===== config.mk =====
export PLATFORM = sky130hd
export DESIGN_NAME = etx_packet_arbiter
export DESIGN_NICKNAME = d
export VERILOG_FILES = /design/src/rtl/etx_packet_arbiter.sv
export SDC_FILE = /design/constraint.sdc
export NUM_CORES = 1
export LEC_CHECK = 0
export ABC_AREA = 1
export BUFFER_PORTS_ARGS = -buffer_cell sky130_fd_sc_hd__buf_4
export CORE_AREA = 2 2 169 171
export CTS_CLUSTER_SIZE = 25
export DETAILED_ROUTE_END_ITERATION = 10
export DIE_AREA = 0 0 171 173
export PLACE_DENSITY = 0.54
export SLEW_MARGIN = 20
export SYNTH_ARGS = -nofsm -noshare
export SYNTH_HDL_FRONTEND = slang
export SYNTH_SLANG_ARGS = --single-unit
export TNS_END_PERCENT = 1

===== constraint.sdc =====
create_clock -name sys_clk -period 2.6 [get_ports sys_clk]
set_clock_uncertainty 0.15 [all_clocks]
set_input_delay 0.39 -clock sys_clk [delete_from_list [all_inputs] [get_ports sys_clk]]
set_output_delay 0.39 -clock sys_clk [all_outputs]
set_load 0.005 [all_outputs]

===== src/rtl/etx_packet_arbiter.sv =====
// Three-source emesh packet arbiter (read-response, write, read-request) feeding a registered elink TX port.
// Define ETX_ARB_RR_EN for rotating priority; otherwise fixed priority rr > wr > rd.
module etx_packet_arbiter #(
  parameter int PW = 104
) (
  input  logic          sys_clk,
  input  logic          sys_nreset,
  input  logic          rr_access_in,
  input  logic [PW-1:0] rr_packet_in,
  output logic          rr_wait_out,
  input  logic          wr_access_in,
  input  logic [PW-1:0] wr_packet_in,
  output logic          wr_wait_out,
  input  logic          rd_access_in,
  input  logic [PW-1:0] rd_packet_in,
  output logic          rd_wait_out,
  output logic          access_out,
  output logic [PW-1:0] packet_out,
  input  logic          wait_in,
  output logic [2:0]    grant_out
);

  logic          ld;
  logic [2:0]    req;
  logic [2:0]    win;
  logic [2:0]    gnt;
  logic [PW-1:0] pkt_sel;

  assign req = {rd_access_in, wr_access_in, rr_access_in};
  assign ld  = ~(access_out & wait_in);
  assign gnt = win & {3{ld}};

`ifdef ETX_ARB_RR_EN
  logic [1:0] ptr;
  logic [2:0] rot;
  logic [2:0] rot_win;

  // Rotate requests so the pointer's source sits at bit 0, pick lowest, rotate back.
  always_comb begin
    rot     = req;
    rot_win = '0;
    win     = '0;
    case (ptr)
      2'd1:    rot = {req[0], req[2:1]};
      2'd2:    rot = {req[1:0], req[2]};
      default: rot = req;
    endcase
    if (rot[0])      rot_win = 3'b001;
    else if (rot[1]) rot_win = 3'b010;
    else if (rot[2]) rot_win = 3'b100;
    case (ptr)
      2'd1:    win = {rot_win[1:0], rot_win[2]};
      2'd2:    win = {rot_win[0], rot_win[2:1]};
      default: win = rot_win;
    endcase
  end

  always_ff @(posedge sys_clk or negedge sys_nreset) begin
    if (!sys_nreset) begin
      ptr <= 2'd0;
    end else if (|gnt) begin
      if (gnt[0])      ptr <= 2'd1;
      else if (gnt[1]) ptr <= 2'd2;
      else             ptr <= 2'd0;
    end
  end
`else
  always_comb begin
    win = '0;
    if (req[0])      win = 3'b001;
    else if (req[1]) win = 3'b010;
    else if (req[2]) win = 3'b100;
  end
`endif

  always_comb begin
    pkt_sel = '0;
    if (win[0])      pkt_sel = rr_packet_in;
    else if (win[1]) pkt_sel = wr_packet_in;
    else if (win[2]) pkt_sel = rd_packet_in;
  end

  // Reset forces every source to wait, independent of the output register state.
  assign rr_wait_out = ~sys_nreset | (req[0] & ~gnt[0]);
  assign wr_wait_out = ~sys_nreset | (req[1] & ~gnt[1]);
  assign rd_wait_out = ~sys_nreset | (req[2] & ~gnt[2]);

  always_ff @(posedge sys_clk or negedge sys_nreset) begin
    if (!sys_nreset) begin
      access_out <= 1'b0;
      packet_out <= '0;
      grant_out  <= '0;
    end else if (ld) begin
      access_out <= |req;
      grant_out  <= gnt;
      if (|req) packet_out <= pkt_sel;
    end
  end

endmodule


==> reports/qor.yml <==
outcome:
  status: "completed"
detailed_routing:
  drc_errors: 0
  vias: 7897
  ant_nets: 0
  via_per_inst: 4.38
  drt_iter0_drc: 360
  drt_wl_total_mm: 27.0
  wl_per_cell_um: 15.0
  first_pass_iters: 4
sta:
  period_share: 0.829
  fin_ws_ps: 445
  rsz0062_at_grt: "false"
  max_freq_mhz: 464
  setup_viol: 0
  period_minus_slack_ps: 2160
  hold_viol: 0
  fin_tns_setup_ps: 0
  worst_slew_pin_slew_ps: 782
  maxSlewHeadroom: 0.479
  finalMaxSlewViolations: 0
cells_and_area:
  nets: 1737
  fillCellCount: 3007
  antenna_cells: 0
  final_cells: 1802
  final_util: 0.375
  final_cell_mix: "buf_4, nand2_1, nor2_1"
  drive_gt1_frac: 0.325
  final_common_cell: "buf_4"
  syn_to_final_growth_pct: 57.4
clocking:
  cts-resized-gates: 0
  cts.sinks: 108
  cts_tree: "yes"
  cts_buffers: 9
  clk_pin_slew_ps: 80
  root_buffer: "clkbuf_16"
  clk_path_buf_depth: 2
  clk_latency_ps: 350
  ctsHtreeMaxLevel: 3
critical_path:
  critPathMaxFanout: 6
  regToRegStartpoint: "access_out"
  cp-end-kind: "output pin"
  crit_start: "access_out"
  cp.required_ps: 2060
  path_class: "reg2out"
  start_kind: "flop"
  cp.arrival_ps: 1620
global_routing:
  grt_antenna_before_repair: 0
  grt_overflow: 0
  grtUsageTotal: 0.175
  grt_pass1_vias: 7534
  grt_pass1_wl_mm: 41.0
  grt_max_degree: 107
power:
  power_density_nw_per_um2: 497
  p_total_uw: 5150
  peakVddDrop_v: 0.000324
  leakage_uw: 0.00556
placement:
  placed_cells: 1785
  io_buffers: 428
  dp_hpwl_mm: 20.0
  preCtsSetupSlack_ps: 625
  gp_congestion: 0.786
die:
  ios: 429
  core_area_um2: 27600
  dieArea_um2: 29600
  initial_core_util: 0.238
  fp-row-count: 61
  die_h_um: 173
  die_w_um: 171
synthesis:
  syn-cell-area_um2: 6580
  ys_seq_elements: 108
  ys_seq_area_frac: 0.411
  yosysWarningCount: 0
  synth_area_per_cell_um2: 6.31
  synth.distinct_cells: 14
  syn-num-nets: 1361
  syn_inst: 1043
job:
  drv_cap: 0
worst_hold_path:
  hold_class: "in2reg"
  min_from: "wr_packet_in[18]"
layer usage:
layer | global-route usage | vias up | routed length [um]
li1 | - | 4034 | -
met3 | 0.0517 | 30 | 2500
met2 | 0.306 | 352 | 13100
met1 | 0.208 | 3481 | 10900
met4 | 0.0424 | 0 | 489
met5 | 0 | - | 0
worst max-delay path, cell delays in order, from the launching register on:
cell	delay, ps
dfrtp_1	400
nand2_1	240
inv_1	130
nor2_1	130
nand2_1	80
nand2_1	80
nand2_1	60
buf_4	140
registers in the layout (all words and copies together) (netlist names):
name and cells:
access_out 1, grant_out 3, packet_out 104
cell type report:
type | instances | area, um2 | share of cell area
Inverter | 3 | 12.5 | 0.00121
Clock inverter | 6 | 45.0 | 0.00435
Clock buffer | 10 | 229 | 0.0221
Sequential cell | 108 | 2700 | 0.261
Timing Repair Buffer | 446 | 3430 | 0.331
Tap cell | 378 | 473 | 0.0457
Multi-Input combinational cell | 851 | 3470 | 0.335
where the power goes:
group	total [uW]	internal [uW]	switching [uW]
combinational	1710	881	825
sequential	2090	1940	150
clock	1350	664	685
through the flow:
stage	area, um2	hold slack [ps]
floorplan	6580	-55.6
global placement	10100	87.1
detailed placement	10100	84.0
CTS	10400	176
global route	10400	194
finish	10400	190
synth_stat cells, drive strengths merged:
cell type  number  area (um2)
nand3         105         526
clkbuf         26        97.6
buf            55         305
dfrtp         108        2700
nand2         429        1610
inv             3        11.3
nor2          212         803
o21ai           1        5.00
a21oi         104         521
logic make-up after synthesis:
kind of cell           Yosys count  share of synthesized area
AO/OA/AOI/OAI                  105                     0.0798
buffers and inverters           84                     0.0629
flip-flops                     108                      0.411
AND/OR/NAND/NOR                746                      0.447
repair_timing:
action,4_1_cts,5_1_grt
hold buffers,1,0
hold endpoints to repair,6,0
buffers inserted,0,0
path summary, 6_finish.rpt:
path                       cells after the start              end  slack, ps
max                                            7      wr_wait_out        440
min                                            5   packet_out[18]        190
max reg2reg                                    6    packet_out[6]        910
min reg2reg                                    2   packet_out[87]        330
max in group asynchronous                      3  packet_out[100]       1020
min in group asynchronous                      2   packet_out[39]        260
Note: power is estimated with default switching activity, not from simulation.
